`src/rtl/transition_detector_pkg.sv`:
```
// Shared state encodings, edge-mode constants and width helper for the transition detector.
package transition_detector_pkg;

    typedef enum logic [1:0] {
        S_INIT = 2'b00,
        S_LOW  = 2'b01,
        S_HIGH = 2'b10
    } state_t;

    localparam logic [1:0] MODE_NONE = 2'b00;
    localparam logic [1:0] MODE_RISE = 2'b01;
    localparam logic [1:0] MODE_FALL = 2'b10;
    localparam logic [1:0] MODE_BOTH = 2'b11;

    function automatic int sel_width(input int n);
        return (n > 1) ? $clog2(n) : 1;
    endfunction

endpackage

```
`src/rtl/edge_fsm_ch.sv`:
```
// Single-channel edge FSM with Mealy edge flag and saturating transition counter.
// Latency: flag combinational, counter updates next clk; no backpressure.
module edge_fsm_ch
    import transition_detector_pkg::*;
#(
    parameter int CNT_W = 8
) (
    input  logic             clk,
    input  logic             rst,
    input  logic             en,
    input  logic [1:0]       mode,
    input  logic             i,
    input  logic             clr,
    output logic             j,
    output logic [CNT_W-1:0] cnt
);

    state_t state_q;
    state_t state_d;

    always_ff @(posedge clk or negedge rst) begin
        if (!rst) begin
            state_q <= S_INIT;
        end else begin
            state_q <= state_d;
        end
    end

    // State follows the input even while disabled, so re-enabling sees no stale edge.
    always_comb begin
        state_d = S_INIT;
        j       = 1'b0;
        case (state_q)
            S_INIT: begin
                state_d = i ? S_HIGH : S_LOW;
            end
            S_LOW: begin
                state_d = i ? S_HIGH : S_LOW;
                j       = en & i & mode[0];
            end
            S_HIGH: begin
                state_d = i ? S_HIGH : S_LOW;
                j       = en & ~i & mode[1];
            end
            default: begin
                state_d = S_INIT;
            end
        endcase
    end

    always_ff @(posedge clk or negedge rst) begin
        if (!rst) begin
            cnt <= '0;
        end else if (clr) begin
            cnt <= '0;
        end else if (j && (cnt != {CNT_W{1'b1}})) begin
            cnt <= cnt + 1'b1;
        end
    end

endmodule

```
`src/rtl/transition_detector.sv`:
```
// N-channel transition detector: per-channel edge flags, registered flags and selectable counts.
// Latency: j/any/count combinational, j_q one clk; no backpressure.
module transition_detector
    import transition_detector_pkg::*;
#(
    parameter  int N     = 4,
    parameter  int CNT_W = 8,
    localparam int SEL_W = sel_width(N)
) (
    input  logic             clk,
    input  logic             rst,
    input  logic             en,
    input  logic [1:0]       mode,
    input  logic [N-1:0]     i,
    input  logic             clr,
    input  logic [SEL_W-1:0] sel,
    output logic [N-1:0]     j,
    output logic [N-1:0]     j_q,
    output logic             any,
    output logic [CNT_W-1:0] count
);

    logic [CNT_W-1:0] cnt_arr [N];

    for (genvar k = 0; k < N; k++) begin : g_ch
        edge_fsm_ch #(
            .CNT_W (CNT_W)
        ) u_ch (
            .clk  (clk),
            .rst  (rst),
            .en   (en),
            .mode (mode),
            .i    (i[k]),
            .clr  (clr),
            .j    (j[k]),
            .cnt  (cnt_arr[k])
        );
    end

    always_ff @(posedge clk or negedge rst) begin
        if (!rst) begin
            j_q <= '0;
        end else begin
            j_q <= j;
        end
    end

    assign any = |j;

    // Out-of-range select matches no channel and reads as zero.
    always_comb begin
        count = '0;
        for (int k = 0; k < N; k++) begin
            if (32'(sel) == k) begin
                count = cnt_arr[k];
            end
        end
    end

endmodule
```
`config.mk`:
```
export PLATFORM = sky130hd
export DESIGN_NAME = transition_detector
export DESIGN_NICKNAME = d
export VERILOG_FILES = /design/src/rtl/transition_detector_pkg.sv /design/src/rtl/edge_fsm_ch.sv /design/src/rtl/transition_detector.sv
export SDC_FILE = /design/constraint.sdc
export NUM_CORES = 1
export LEC_CHECK = 0
export BUFFER_PORTS_ARGS = -buffer_cell sky130_fd_sc_hd__buf_2
export CORE_UTILIZATION = 60
export DETAILED_ROUTE_END_ITERATION = 10
export GPL_ROUTABILITY_DRIVEN = 0
export PLACE_DENSITY_LB_ADDON = 0.1
export SLEW_MARGIN = 20
export SYNTH_ARGS = -nofsm -noshare
export SYNTH_HDL_FRONTEND = slang
export SYNTH_SLANG_ARGS = --single-unit
```
`constraint.sdc`:
```
create_clock -name clk -period 2.9 [get_ports clk]
set_input_delay 0.435 -clock clk [delete_from_list [all_inputs] [get_ports clk]]
set_output_delay 0.435 -clock clk [all_outputs]
set_load 0.02 [all_outputs]
```
==> impl_metrics.toml <==
[synth]
synthesis.nets = 289
synth_area_mm2 = 0.002592
synth-seq-area-share_pct = 42.47
synth.avg_cell_area_um2 = 9.933
ys_ff_latch = 44
postSynthCellCount = 261
synth_cell_type_count = 36
synth-warning-count = 0

[cts]
tritoncts = "yes"
clock_latency_ns = 0.30
cts_post_setup_buffers_inserted = 0
clk_path_buf_depth = 2
htree_levels = 2
clkSlewWorstSetupHoldPaths_ns = 0.08
cts.root.buffer_cell = "clkbuf_8"
cts_made_buffers = 5
holdBufCountCts = 0
cts_repair_resize_count = 0
cts_num_sinks = 44

[critical_path]
rr_endpoint = "g_ch[2].u_ch.cnt[5]"
timing.critical_path.arrival_ns = 1.84
timing.reg2reg.setup_slack_ns = 0.89
timing.critical_path.from_type = "flop"
critPathRequiredTime_ns = 2.47
timing.setup.critical_path_class = "flop to primary output"
reg2regPathDepth = 6
critical_path.cell_chain = "inv_1 > ha_1 > nand3b_1 > a211o_1 > nand4_1 > buf_2"
crit_path_max_fanout = 17
setup.worst_path.end_class = "primary output"
critical_path.reg2reg.startpoint = "g_ch[2].u_ch.state_q[0]"
max_stage_delay_ns = 0.49
max_stage_delay_cell_worst_path = "a211o_1"

[global_route]
grt_first_pass_wirelength_um = 8859
grt_pass1_vias = 1912
gr-usage-all-layers_pct = 26.38
grt_remaining_overflow = 0
maximum_number_of_pins_on_one_net_before_global_route_repair = 45
number_of_antenna_violations_at_the_first_check_in_global_routing = 0

[job]
drv_cap = 0

[timing]
slew_headroom_pct = 56.43
timing.final.crit_share_pct = 78.47
final_max_slew_viol_count = 0
hold-worst-slack_ns = 0.1227
transition_at_the_pin_with_the_smallest_max_transition_slack_ns = 0.6535
setup-tns-final_ns = 0
fin_clk_skew_ns = 0.01072
period_needed_ns = 2.276
report.final.hold_viol_count = 0
clock.fmax_mhz = 439.5
rsz0062_at_grt = "no"
setup-violations-final = 0

[pwr]
power_density_mw_per_mm2 = 398.3
power_after_layout_uw = 1121
leakage_uw = 0.001249
worst_vdd_rail_ir_drop_mv = 0.2828

[placed_design]
portBuffers = 28
place_hpwl_um = 3892

[layout]
layout.cells.most_common = "dfrtp_1"
antenna_cells_inserted = 0
area_delta_synth_final_pct = 8.591
layout_common_cells = "44 x dfrtp_1, 27 x buf_2, 23 x a21oi_1, 17 x nor2_1, 17 x inv_1"
drive_gt1_share_pct = 16.96
design.final.nets = 310
layout.core_utilization_pct = 68.89

[floorplanning]
floorplan.initialDensity_pct = 63.44
floorplan.die_area_mm2 = 0.004587
std_cell_rows = 23
core_area_mm2 = 0.004086
floorplan.io_pins = 29
die_h_um = 67.73
floorplan.die.width_um = 67.73

[drt]
met2_wire_length_um = 2674
route.vias.total = 2098
detailed_router_s_first_iteration_violation_count = 125
route.top_layer_used = "met4"
wire_per_inst_um = 16.52
viasPerCell = 6.300
ant_nets = 0
wl_met3_um = 295
routedLengthMet1_um = 2439
dr.pass1.iters = 4
drc = 0
wirelength_um = 5502

[worst_hold_path]
holdCritPathClass = "primary input to asynchronous set/reset pin"

[run_status]
outcome = "completed"
-- worst max-delay path by stage --
stage,start,to,slack (ns),cells after the start
CTS,g_ch[2].u_ch.state_q[0],any,0.61,6
finish,g_ch[2].u_ch.state_q[0],any,0.62,6
detailed placement,i[2],g_ch[2].u_ch.cnt[5],0.85,5
global route,g_ch[0].u_ch.state_q[0],any,0.47,6
global placement,i[2],g_ch[2].u_ch.cnt[5],0.88,5
floorplan,g_ch[1].u_ch.state_q[0],any,1.05,6
-- through the flow --
step	setup WS, ns	instances	instance area [µm²]
final	0.6244	333	2815
after global routing	0.4686	333	2815
after CTS	0.6072	333	2813
after detailed placement	0.8538	325	2723
after global placement	0.8812	325	2723
after floorplan	1.054	261	2592
-- layout make-up --
cell class	instances	area (µm²)
inverter	17	63.81
fill	332	1271
clock buffer	8	90.09
sequential	44	1101
tap	50	62.56
timing repair buffer	28	142.6
multi-input combinational	186	1355
-- routing by layer --
layer	global-route usage (%)	up-vias
li1	-	1004
met1	34.02	1032
met2	43.19	55
met3	5.574	7
met4	9.840	0
met5	0	-
-- synth_stat cells (all sizes together) --
| cell | instances | area share, % |
|---|---|---|
| a2111oi | 2 | 0.68 |
| a211o | 2 | 0.68 |
| a211oi | 2 | 0.58 |
| a21o | 2 | 0.58 |
| a21oi | 23 | 4.4 |
| and2 | 1 | 0.24 |
| and3 | 3 | 0.72 |
| and4b | 1 | 0.39 |
| buf | 9 | 2.1 |
| clkbuf | 5 | 0.72 |
| dfrtp | 44 | 42 |
| ha | 16 | 7.7 |
| inv | 17 | 2.5 |
| mux2 | 4 | 1.7 |
| mux2i | 1 | 0.39 |
| mux4 | 8 | 6.9 |
| nand2 | 11 | 1.6 |
| nand2b | 2 | 0.48 |
| nand3 | 16 | 3.1 |
| nand3b | 4 | 1.2 |
| nand4 | 5 | 1.2 |
| nor2 | 17 | 2.5 |
| nor2b | 10 | 2.4 |
| nor3 | 2 | 0.39 |
| nor3b | 1 | 0.29 |
| nor4 | 2 | 0.48 |
| o21a | 2 | 0.58 |
| o21ai | 11 | 2.1 |
| o311ai | 1 | 0.34 |
| o31ai | 11 | 3.2 |
| o41ai | 4 | 1.4 |
| or3 | 9 | 2.2 |
| or3b | 2 | 0.68 |
| or4 | 11 | 3.2 |
-- worst max-delay path: cells and delay by family (launching register included) --
family          cells  cell delay (ns)
compound gates      1             0.49
flops               1             0.40
simple gates        2             0.26
buf+inv             2             0.24
fa+ha+maj           1             0.14
-- sequential cells by signal, indices dropped and copies added (netlist names) --
name               cells
j_q                    4
g_ch.u_ch.cnt         32
g_ch.u_ch.state_q      8
-- logic make-up (layout without fill, tap and decap cells) --
kind of cell | Yosys count | in the layout | synth area share, %
flip-flops | 44 | 44 | 42.47
AND/OR/NAND/NOR | 97 | 97 | 20.95
adder cells (fa/ha/maj) | 16 | 16 | 7.722
AO/OA/AOI/OAI | 60 | 60 | 14.53
buffers and inverters | 31 | 53 | 5.261
multiplexers | 13 | 13 | 9.073
-- report_power, final --
group / switching, µW / internal [µW]
logic: 59.7 / 31.3
clock network: 202 / 195
registers: 9.70 / 624
total: 272 / 850
Power figures use the tool's default switching activity.
